File: src/rtl/atm_keypad_pkg.sv
// Shared key codes, debounce/scan encodings and keypad lookup for the ATM keypad front-end.
package atm_keypad_pkg;

  localparam int unsigned KEY_W = 4;
  localparam int unsigned AMT_W = 32;

  localparam logic [KEY_W-1:0] K_0    = 4'd0;
  localparam logic [KEY_W-1:0] K_1    = 4'd1;
  localparam logic [KEY_W-1:0] K_2    = 4'd2;
  localparam logic [KEY_W-1:0] K_3    = 4'd3;
  localparam logic [KEY_W-1:0] K_4    = 4'd4;
  localparam logic [KEY_W-1:0] K_5    = 4'd5;
  localparam logic [KEY_W-1:0] K_6    = 4'd6;
  localparam logic [KEY_W-1:0] K_7    = 4'd7;
  localparam logic [KEY_W-1:0] K_8    = 4'd8;
  localparam logic [KEY_W-1:0] K_9    = 4'd9;
  localparam logic [KEY_W-1:0] K_A    = 4'd10;
  localparam logic [KEY_W-1:0] K_B    = 4'd11;
  localparam logic [KEY_W-1:0] K_C    = 4'd12;
  localparam logic [KEY_W-1:0] K_D    = 4'd13;
  localparam logic [KEY_W-1:0] K_STAR = 4'd14;
  localparam logic [KEY_W-1:0] K_HASH = 4'd15;

  typedef enum logic [1:0] {IDLE, PRESS, HELD, RELEASE} db_state_e;
  typedef enum logic [1:0] {NONE, ONE, MULTI} scan_res_e;

  // Physical (row, col) position to key code.
  function automatic logic [KEY_W-1:0] key_lookup(input logic [1:0] row, input logic [1:0] col);
    logic [KEY_W-1:0] code;
    case ({row, col})
      4'h0:    code = K_1;
      4'h1:    code = K_2;
      4'h2:    code = K_3;
      4'h3:    code = K_A;
      4'h4:    code = K_4;
      4'h5:    code = K_5;
      4'h6:    code = K_6;
      4'h7:    code = K_B;
      4'h8:    code = K_7;
      4'h9:    code = K_8;
      4'hA:    code = K_9;
      4'hB:    code = K_C;
      4'hC:    code = K_STAR;
      4'hD:    code = K_0;
      4'hE:    code = K_HASH;
      default: code = K_D;
    endcase
    return code;
  endfunction

  function automatic logic is_digit(input logic [KEY_W-1:0] code);
    return code <= K_9;
  endfunction

endpackage

File: src/rtl/atm_keypad_entry_if.sv
// Keypad matrix and ATM-controller-facing signals of the keypad entry block.
interface atm_keypad_entry_if;
  import atm_keypad_pkg::*;

  logic [3:0]       row_n;
  logic [3:0]       col_n;
  logic             amount_mode;
  logic [KEY_W-1:0] digito;
  logic             add_digit;
  logic             digito_stb;
  logic [AMT_W-1:0] monto;
  logic             monto_stb;
  logic             overflow_err;
  logic             key_held;

  modport master (
    output row_n, digito, add_digit, digito_stb, monto, monto_stb, overflow_err, key_held,
    input  col_n, amount_mode
  );

  modport slave (
    input  row_n, digito, add_digit, digito_stb, monto, monto_stb, overflow_err, key_held,
    output col_n, amount_mode
  );

endinterface

File: src/rtl/atm_key_scanner.sv
// Row scanner, per-scan classification and press/release debouncer for a 4x4 keypad.
module atm_key_scanner
  import atm_keypad_pkg::*;
#(
  parameter int unsigned SCAN_DIV       = 1000,
  parameter int unsigned DEBOUNCE_SCANS = 4
) (
  input  logic             clk,
  input  logic             rst,
  output logic [3:0]       row_n,
  input  logic [3:0]       col_n,
  output logic             key_event,
  output logic [KEY_W-1:0] key_code,
  output logic             key_held
);

  localparam int unsigned DIV_W = $clog2(SCAN_DIV);
  localparam int unsigned CNT_W = ($clog2(DEBOUNCE_SCANS + 1) < 3) ? 3 : $clog2(DEBOUNCE_SCANS + 1);
  localparam logic [DIV_W-1:0] DIV_LAST = DIV_W'(SCAN_DIV - 1);
  localparam logic [CNT_W-1:0] CNT_DONE = CNT_W'(DEBOUNCE_SCANS);

  logic [DIV_W-1:0] div;
  logic [1:0]       row_idx;
  logic [1:0]       acc_cnt;
  logic [KEY_W-1:0] acc_code;
  db_state_e        state;
  logic [KEY_W-1:0] cand;
  logic [CNT_W-1:0] cnt;

  logic [3:0]       cols;
  logic [2:0]       pop;
  logic [1:0]       col_idx;
  logic [KEY_W-1:0] row_code;
  logic [2:0]       sum;
  logic [1:0]       tot_cnt;
  logic [KEY_W-1:0] tot_code;
  scan_res_e        res;
  logic             sample;
  logic             scan_done;
  logic             cnt_hit;

  // Fold the current row's sample into the running scan; tot_* is the view including this row.
  always_comb begin
    cols     = ~col_n;
    pop      = 3'(cols[0]) + 3'(cols[1]) + 3'(cols[2]) + 3'(cols[3]);
    col_idx  = 2'd3;
    if (cols[0])      col_idx = 2'd0;
    else if (cols[1]) col_idx = 2'd1;
    else if (cols[2]) col_idx = 2'd2;
    row_code  = key_lookup(row_idx, col_idx);
    sum       = 3'(acc_cnt) + pop;
    tot_cnt   = (sum >= 3'd2) ? 2'd2 : sum[1:0];
    tot_code  = (pop == 3'd1) ? row_code : acc_code;
    res       = (tot_cnt == 2'd0) ? NONE : ((tot_cnt == 2'd1) ? ONE : MULTI);
    sample    = (div == DIV_LAST);
    scan_done = sample && (row_idx == 2'd3);
    cnt_hit   = (cnt + CNT_W'(1)) >= CNT_DONE;
  end

  always_ff @(posedge clk) begin
    if (rst) begin
      div       <= '0;
      row_idx   <= 2'd0;
      row_n     <= 4'b1110;
      acc_cnt   <= 2'd0;
      acc_code  <= '0;
      state     <= IDLE;
      cand      <= '0;
      cnt       <= '0;
      key_event <= 1'b0;
      key_code  <= '0;
      key_held  <= 1'b0;
    end else begin
      key_event <= 1'b0;
      key_held  <= (state == HELD) || (state == RELEASE);

      if (sample) begin
        div      <= '0;
        row_idx  <= row_idx + 2'd1;
        row_n    <= {row_n[2:0], row_n[3]};
        acc_cnt  <= scan_done ? 2'd0 : tot_cnt;
        acc_code <= scan_done ? '0 : tot_code;
      end else begin
        div <= div + DIV_W'(1);
      end

      // Debounce advances once per completed scan.
      if (scan_done) begin
        case (state)
          IDLE: begin
            if (res == ONE) begin
              cand <= tot_code;
              cnt  <= CNT_W'(1);
              if (DEBOUNCE_SCANS == 1) begin
                state     <= HELD;
                key_event <= 1'b1;
                key_code  <= tot_code;
              end else begin
                state <= PRESS;
              end
            end
          end
          PRESS: begin
            if (res == ONE && tot_code == cand) begin
              if (cnt_hit) begin
                state     <= HELD;
                key_event <= 1'b1;
                key_code  <= cand;
              end else begin
                cnt <= cnt + CNT_W'(1);
              end
            end else if (res == ONE) begin
              cand <= tot_code;
              cnt  <= CNT_W'(1);
            end else begin
              state <= IDLE;
            end
          end
          HELD: begin
            if (res == NONE) begin
              cnt   <= CNT_W'(1);
              state <= (DEBOUNCE_SCANS == 1) ? IDLE : RELEASE;
            end
          end
          RELEASE: begin
            if (res == NONE) begin
              if (cnt_hit) state <= IDLE;
              else         cnt   <= cnt + CNT_W'(1);
            end else begin
              state <= HELD;
            end
          end
          default: state <= IDLE;
        endcase
      end
    end
  end

endmodule

File: src/rtl/atm_keypad_entry.sv
// Keypad front-end for the ATM controller: PIN digit strobes and decimal amount accumulation.
module atm_keypad_entry
  import atm_keypad_pkg::*;
#(
  parameter int unsigned SCAN_DIV       = 1000,
  parameter int unsigned DEBOUNCE_SCANS = 4,
  parameter int unsigned MAX_AMOUNT     = 99999999
) (
  input  logic                clk,
  input  logic                rst,
  atm_keypad_entry_if.master  bus
);

  localparam int unsigned EXT_W = AMT_W + 4;
  localparam logic [EXT_W-1:0] MAX_EXT = EXT_W'(MAX_AMOUNT);

  logic             key_event;
  logic [KEY_W-1:0] key_code;
  logic             key_held;
  logic [3:0]       row_n;

  logic [KEY_W-1:0] digito;
  logic             add_digit;
  logic             digito_stb;
  logic [AMT_W-1:0] monto;
  logic             monto_stb;
  logic             overflow_err;
  logic             have_digit;
  logic             mode_q;

  logic             cleared;
  logic [AMT_W-1:0] base_monto;
  logic             base_flag;
  logic [EXT_W-1:0] next_amt;
  logic             fits;

  atm_key_scanner #(
    .SCAN_DIV       (SCAN_DIV),
    .DEBOUNCE_SCANS (DEBOUNCE_SCANS)
  ) u_scanner (
    .clk       (clk),
    .rst       (rst),
    .row_n     (row_n),
    .col_n     (bus.col_n),
    .key_event (key_event),
    .key_code  (key_code),
    .key_held  (key_held)
  );

  assign bus.row_n        = row_n;
  assign bus.digito       = digito;
  assign bus.add_digit    = add_digit;
  assign bus.digito_stb   = digito_stb;
  assign bus.monto        = monto;
  assign bus.monto_stb    = monto_stb;
  assign bus.overflow_err = overflow_err;
  assign bus.key_held     = key_held;

  // Accumulator as seen by this cycle's event: cleared after a delivery, on a mode edge, or in PIN mode.
  always_comb begin
    cleared    = monto_stb || (bus.amount_mode != mode_q) || !bus.amount_mode;
    base_monto = cleared ? '0 : monto;
    base_flag  = cleared ? 1'b0 : have_digit;
    next_amt   = (EXT_W'(base_monto) * EXT_W'(10)) + EXT_W'(key_code);
    fits       = (next_amt <= MAX_EXT);
  end

  always_ff @(posedge clk) begin
    if (rst) begin
      digito       <= '0;
      add_digit    <= 1'b0;
      digito_stb   <= 1'b0;
      monto        <= '0;
      monto_stb    <= 1'b0;
      overflow_err <= 1'b0;
      have_digit   <= 1'b0;
      mode_q       <= bus.amount_mode;
    end else begin
      add_digit    <= 1'b0;
      digito_stb   <= 1'b0;
      monto_stb    <= 1'b0;
      overflow_err <= 1'b0;
      mode_q       <= bus.amount_mode;
      monto        <= base_monto;
      have_digit   <= base_flag;

      if (key_event) begin
        if (!bus.amount_mode) begin
          if (is_digit(key_code)) begin
            digito    <= key_code;
            add_digit <= 1'b1;
          end else if (key_code == K_HASH) begin
            digito_stb <= 1'b1;
          end
        end else begin
          if (is_digit(key_code)) begin
            if (fits) begin
              monto      <= next_amt[AMT_W-1:0];
              have_digit <= 1'b1;
            end else begin
              overflow_err <= 1'b1;
            end
          end else if (key_code == K_STAR) begin
            monto      <= '0;
            have_digit <= 1'b0;
          end else if (key_code == K_HASH && base_flag) begin
            monto_stb <= 1'b1;
          end
        end
      end
    end
  end

endmodule
File: src/flat_wrapper.sv
// flat-port wrapper written by rule: the top's interface ports become plain ports
module atm_keypad_entry_flat import atm_keypad_pkg::*;
#(
  parameter int unsigned SCAN_DIV       = 1000,
  parameter int unsigned DEBOUNCE_SCANS = 4,
  parameter int unsigned MAX_AMOUNT     = 99999999
)
  (clk, rst, bus_row_n, bus_digito, bus_add_digit, bus_digito_stb, bus_monto, bus_monto_stb, bus_overflow_err, bus_key_held, bus_col_n, bus_amount_mode);
  atm_keypad_entry_if bus_i ();
  input  logic clk;
  input  logic rst;
  output wire logic [$bits(bus_i.row_n)-1:0] bus_row_n;
  output wire logic [$bits(bus_i.digito)-1:0] bus_digito;
  output wire logic [$bits(bus_i.add_digit)-1:0] bus_add_digit;
  output wire logic [$bits(bus_i.digito_stb)-1:0] bus_digito_stb;
  output wire logic [$bits(bus_i.monto)-1:0] bus_monto;
  output wire logic [$bits(bus_i.monto_stb)-1:0] bus_monto_stb;
  output wire logic [$bits(bus_i.overflow_err)-1:0] bus_overflow_err;
  output wire logic [$bits(bus_i.key_held)-1:0] bus_key_held;
  input wire logic [$bits(bus_i.col_n)-1:0] bus_col_n;
  input wire logic [$bits(bus_i.amount_mode)-1:0] bus_amount_mode;
  assign bus_row_n = bus_i.row_n;
  assign bus_digito = bus_i.digito;
  assign bus_add_digit = bus_i.add_digit;
  assign bus_digito_stb = bus_i.digito_stb;
  assign bus_monto = bus_i.monto;
  assign bus_monto_stb = bus_i.monto_stb;
  assign bus_overflow_err = bus_i.overflow_err;
  assign bus_key_held = bus_i.key_held;
  assign bus_i.col_n = bus_col_n;
  assign bus_i.amount_mode = bus_amount_mode;
  atm_keypad_entry #(.SCAN_DIV(SCAN_DIV), .DEBOUNCE_SCANS(DEBOUNCE_SCANS), .MAX_AMOUNT(MAX_AMOUNT)) u_core (.clk(clk), .rst(rst), .bus(bus_i));
endmodule
File: config.mk
export PLATFORM = sky130hd
export DESIGN_NAME = atm_keypad_entry_flat
export DESIGN_NICKNAME = d
export VERILOG_FILES = /design/src/rtl/atm_keypad_pkg.sv /design/src/rtl/atm_keypad_entry_if.sv /design/src/rtl/atm_key_scanner.sv /design/src/rtl/atm_keypad_entry.sv /design/src/flat_wrapper.sv
export SDC_FILE = /design/constraint.sdc
export NUM_CORES = 1
export LEC_CHECK = 0
export CORE_MARGIN = 5
export CORE_UTILIZATION = 45
export CTS_CLUSTER_DIAMETER = 50
export DETAILED_ROUTE_END_ITERATION = 10
export GPL_ROUTABILITY_DRIVEN = 1
export HOLD_SLACK_MARGIN = 0.08
export SLEW_MARGIN = 10
export SYNTH_ARGS = -nofsm -noshare
export SYNTH_HDL_FRONTEND = slang
export SYNTH_SLANG_ARGS = --single-unit
File: constraint.sdc
create_clock -name clk -period 7.8 [get_ports clk]
set_input_delay 1.95 -clock clk [delete_from_list [all_inputs] [get_ports clk]]
set_output_delay 1.95 -clock clk [all_outputs]
set_load 0.01 [all_outputs]
==> results of run 1 <==
-- worst paths after layout --
path / cells past startpoint / slack, ns / end / from
min reg2reg: 1 / 0.46 / u_core.u_scanner.div[0] / u_core.u_scanner.div[0]
max reg2reg: 18 / 2.49 / u_core.bus.monto[23] / u_core.mode_q
min: 1 / 0.46 / u_core.u_scanner.div[0] / u_core.u_scanner.div[0]
max: 19 / 0.54 / u_core.bus.monto[23] / bus_amount_mode
-- power by group through the flow --
stage | registers [µW] | logic [µW] | clock network [µW]
5_1_grt | 407 | 68.1 | 468
4_1_cts | 406 | 60.8 | 452
3_5_place_dp | 415 | 60.1 | 0
3_3_place_gp | 415 | 59.6 | 0
2_1_floorplan | 415 | 43.8 | 0
6_report | 407 | 59.9 | 442
-- logic make-up (layout without fill, tap and decap cells) --
family          Yosys count  count (layout)  synth area share
mux                      22              22            0.0326
flops                    79              79             0.220
compound gates          230             230             0.241
buf+inv                  77             107            0.0479
simple gates            360             360             0.257
fa+ha+maj                55              55            0.0986
xor+xnor                 82              82             0.102
-- sequential cells by signal (all words and copies together), names as in the netlist --
register,cells
u_core.u_scanner.div,10
u_core.u_scanner.cnt,3
u_core.bus.digito_stb,1
u_core.bus.monto,32
u_core.u_scanner.cand,4
u_core.u_scanner.row_idx,2
u_core.bus.overflow_err,1
u_core.u_scanner.key_code,4
u_core.u_scanner.acc_cnt,2
u_core.mode_q,1
u_core.bus.digito,4
u_core.bus.monto_stb,1
u_core.u_scanner.state,2
u_core.u_scanner.key_held,1
u_core.u_scanner.row_n,4
u_core.bus.add_digit,1
u_core.have_digit,1
u_core.u_scanner.key_event,1
u_core.u_scanner.acc_code,4
-- final cells by class --
class,instances,area [µm²]
Clock buffer,11,233
Fill cell,1555,7630
Tap cell,216,270
Clock inverter,5,81.3
Timing Repair Buffer,61,598
Sequential cell,79,1580
Inverter,30,113
Multi-Input combinational cell,749,5260
-- synthesized netlist by cell type (5+ instances only) --
cell type and count:
sky130_fd_sc_hd__a211o_1 8, sky130_fd_sc_hd__a21o_1 16, sky130_fd_sc_hd__a21oi_1 63, sky130_fd_sc_hd__a22oi_1 6, sky130_fd_sc_hd__a311oi_1 5, sky130_fd_sc_hd__a31oi_1 5
sky130_fd_sc_hd__a32o_1 23, sky130_fd_sc_hd__and2_1 28, sky130_fd_sc_hd__and3_1 30, sky130_fd_sc_hd__buf_2 8, sky130_fd_sc_hd__buf_6 6, sky130_fd_sc_hd__clkbuf_1 33
sky130_fd_sc_hd__dfxtp_1 79, sky130_fd_sc_hd__ha_1 51, sky130_fd_sc_hd__inv_1 30, sky130_fd_sc_hd__mux2i_1 20, sky130_fd_sc_hd__nand2_1 87, sky130_fd_sc_hd__nand2b_1 6
sky130_fd_sc_hd__nand3_1 16, sky130_fd_sc_hd__nand3b_1 6, sky130_fd_sc_hd__nand4_1 15, sky130_fd_sc_hd__nor2_1 96, sky130_fd_sc_hd__nor2b_1 10, sky130_fd_sc_hd__nor3_1 15
sky130_fd_sc_hd__nor3b_1 5, sky130_fd_sc_hd__nor4_1 7, sky130_fd_sc_hd__o211ai_1 13, sky130_fd_sc_hd__o21ai_0 26, sky130_fd_sc_hd__or3_1 6, sky130_fd_sc_hd__or4_1 6
sky130_fd_sc_hd__xnor2_1 63, sky130_fd_sc_hd__xor2_1 17
-- worst max-delay path, delay by kind of cell --
| family | cells | cell delay (ns) |
|---|---|---|
| buffers and inverters | 2 | 0.66 |
| and+or+nand+nor | 8 | 2.23 |
| AOI/OAI and AO/OA | 6 | 1.81 |
| xor gates and xnor gates | 1 | 0.27 |
| adders and majority gates | 2 | 0.58 |
-- metrics by stage --
stage          worst slack (ns)   util  total power [µW]  cells
2_1_floorplan              1.47      -               459    905
3_3_place_gp              0.375  0.496               475   1135
3_5_place_dp              0.336  0.496               476   1135
4_1_cts                   0.666  0.516               920   1151
5_1_grt                   0.138  0.516               943   1151
6_report                  0.542  0.516               908   1151
-- per-layer routing --
layer  vias up  global-route usage
li1       3355                   -
met1      3096               0.272
met2       107               0.324
met3        15              0.0248
met4         0              0.0426
met5         -                   0
==> results, run 1 <==
- The run finished with clean final reports.
- The share of total power dissipated in combinational logic is 0.066.
- For this configuration, the core starts out at a cell density of 0.456.
- The sum of met3 wire segment lengths after detailed routing is 468 µm.
- The post-layout minimum cycle time is 7.26 ns.
- The synthesized area per cell is 7.94 µm².
- Entering global routing, the biggest net connects 42 pins.
- The unique cell type count in the Yosys netlist is 89.
- The number of gates resized after cts is 0.
- The type of the tightest min-delay check is register to register.
- For this design the top-level I/O count stands at 52.
- The number of CTS-inserted buffers is 9.
- The last weighted congestion value of the routability-driven placer is 0.906.
- Leaving out fill and tap cells, the most frequent cell in the layout is sky130_fd_sc_hd__nor2_1.
- The count of TritonRoute iterations in the first routing pass is 5.
- In this run the deepest clock path goes through 2 buffers.
- The detailed-placement wirelength estimate is 14.2 mm.
- The number of antenna cells inserted is 0.
- The floorplan step defined a die boundary enclosing 18600 µm².
- The initial antenna violation count is 0.
- The detailed-routing wirelength on met1 is 9.18 mm.
- The post-synth net total is 966.
- Counting flops with a built-in enable in the synthesized netlist gives 0.
- The cell with the biggest individual delay on the critical path is sky130_fd_sc_hd__nor4_1.
- The total track usage is 0.196.
- Summed over all cells, the static leakage comes to 0.00328 µW.
- For this design the total switching power over the nets is 200 µW.
- The fmax is 138 MHz.
- The post-route DRC violation count is 0.
- The die is 136 µm tall.
- The part of the Yosys area used for sequential elements is 0.220.
- Hold timing on the final database bottoms out at a slack of 0.462 ns.
- The count of buffers added on input and output ports is 51.
- The async set or reset register ratio after synthesis is 0.
- Headroom to the max-slew limit came out at 0.440.
- In the synthesized netlist the dominant register cell turns out to be sky130_fd_sc_hd__dfxtp_1.
- Setup repair after global routing left no endpoint under its margin.
- Relative to the synthesized area, the layout overhead comes to 13.3%.
- Signal routing reaches up to met4.
- Adding up every negative setup slack in the final design gives 0 ns.
- The worst setup path is captured at a register.
- The largest vdd supply drop is 155 µV.
- After detailed routing, the average wire length per cell comes to 16.0 µm.
- In the layout the commonest cells are sky130_fd_sc_hd__nor2_1 (95), sky130_fd_sc_hd__nand2_1 (87), sky130_fd_sc_hd__dfxtp_1 (79).
- The count of max-cap constraint violations is 0.
- Dividing the final minimum period by the clock period gives 0.930.
- Detailed routing placed a total of 8.52 mm of wire on met2.
- The violation count after the first detailed-routing iteration is 346.
- The clock sink count is 79.
- The width of the die is 136 µm.
- The number of vias per cell after detailed routing is 5.71.
- The share of total power dissipated in the clock network is 0.486.
- The clock reaches the later pin of the worst-skew pair after 0.33 ns.
- The number of hold-slack violations in the final timing report was 0.
- The clock-pin slew on the worst setup and hold paths is 0.06 ns.
- Of the post-synthesis cell area, the dominant cell type holds 0.220.
- Buffers inserted to repair hold after CTS numbered 0.
- The element type at the critical path start is an input pin.
- Traced cell by cell, the critical path runs through clkdlybuf4s50_1 -> nand2_1 -> nor2_2 -> and3_1 -> ha_1 -> inv_1 -> fa_1 -> xnor2_1 -> and3b_1 -> nand3b_1 -> a211oi_2 -> nand2_2 -> nor4_1 -> nand4_1 -> a22oi_1 -> a2111oi_4 -> o211a_4 -> o211ai_4 -> a32o_1.
- The critical path is of the input pin to register type.
- The count of nets left with antenna violations once routing finished came out at 0.
- At the worst endpoint, the required time is 8.07 ns.
- The flip-flop and latch count after synthesis is 79.
- The arrival time of data at the critical path endpoint is 7.53 ns.
- The net count of the finished layout is 991.
- The proportion of power drawn by flip-flops and latches is 0.448.
- The first global-routing pass estimated 29.8 mm of wire.
- The worst-case clock skew is 0.00802 ns.
- Of the total power, the share spent switching nets is 0.221.
- The number of buffers inserted by post-CTS setup repair is 0.
- The total wire length after detailed routing is 18.4 mm.
- The gate count of the mapped netlist is 905.
- The Yosys warning count is 0.
- The area of placed instances is 7820 µm².
- In this run the power density over the cells is 112 nW/µm².
- In this run the cell area of the synthesized design comes to 7180 µm².
- For this block, the via count after detailed routing is 6573.
- The total count of max-transition violations in the final report is 0.
- In this run the worst path has a maximum fanout of 21.
- The area of the core region is 15800 µm².
- The fraction of final layout cells with drive strength greater than 1 is 0.0620.
- Ranked by total cell area, the synthesized netlist is headed by sky130_fd_sc_hd__dfxtp_1 (22%), sky130_fd_sc_hd__ha_1 (8.9%), sky130_fd_sc_hd__xnor2_1 (7.7%), sky130_fd_sc_hd__nor2_1 (5.0%), sky130_fd_sc_hd__nand2_1 (4.5%).
- Clock tree synthesis selected as its root buffer the cell sky130_fd_sc_hd__clkbuf_16.
- The H-tree level count is 3.
- The cell-internal power is 708 µW.
- Setup violations remaining at the end of the flow were counted as 0.
- The delay of the slowest cell on the worst path is 0.61 ns.
- The TritonCTS clock tree is built.
- Row generation in the floorplan step produced 46 rows.
- Summing all non-filler instances in the final layout gives an area of 8140 µm².
- At the pin with the least slew margin, the transition time is 0.838 ns.
- The via count of the first global-routing pass was 5981.
- The library cell occupying the most area in the post-synthesis netlist is sky130_fd_sc_hd__dfxtp_1.
- The remaining global-route overflow is 0.
No activity file was read; power rests on OpenSTA's default activity.
==> run 2: changes to the inputs <==
CAP_MARGIN = 5   (was not set)
==> results of run 2 <==
No change in the layout: final DEF, timing and power equal those of run 1.
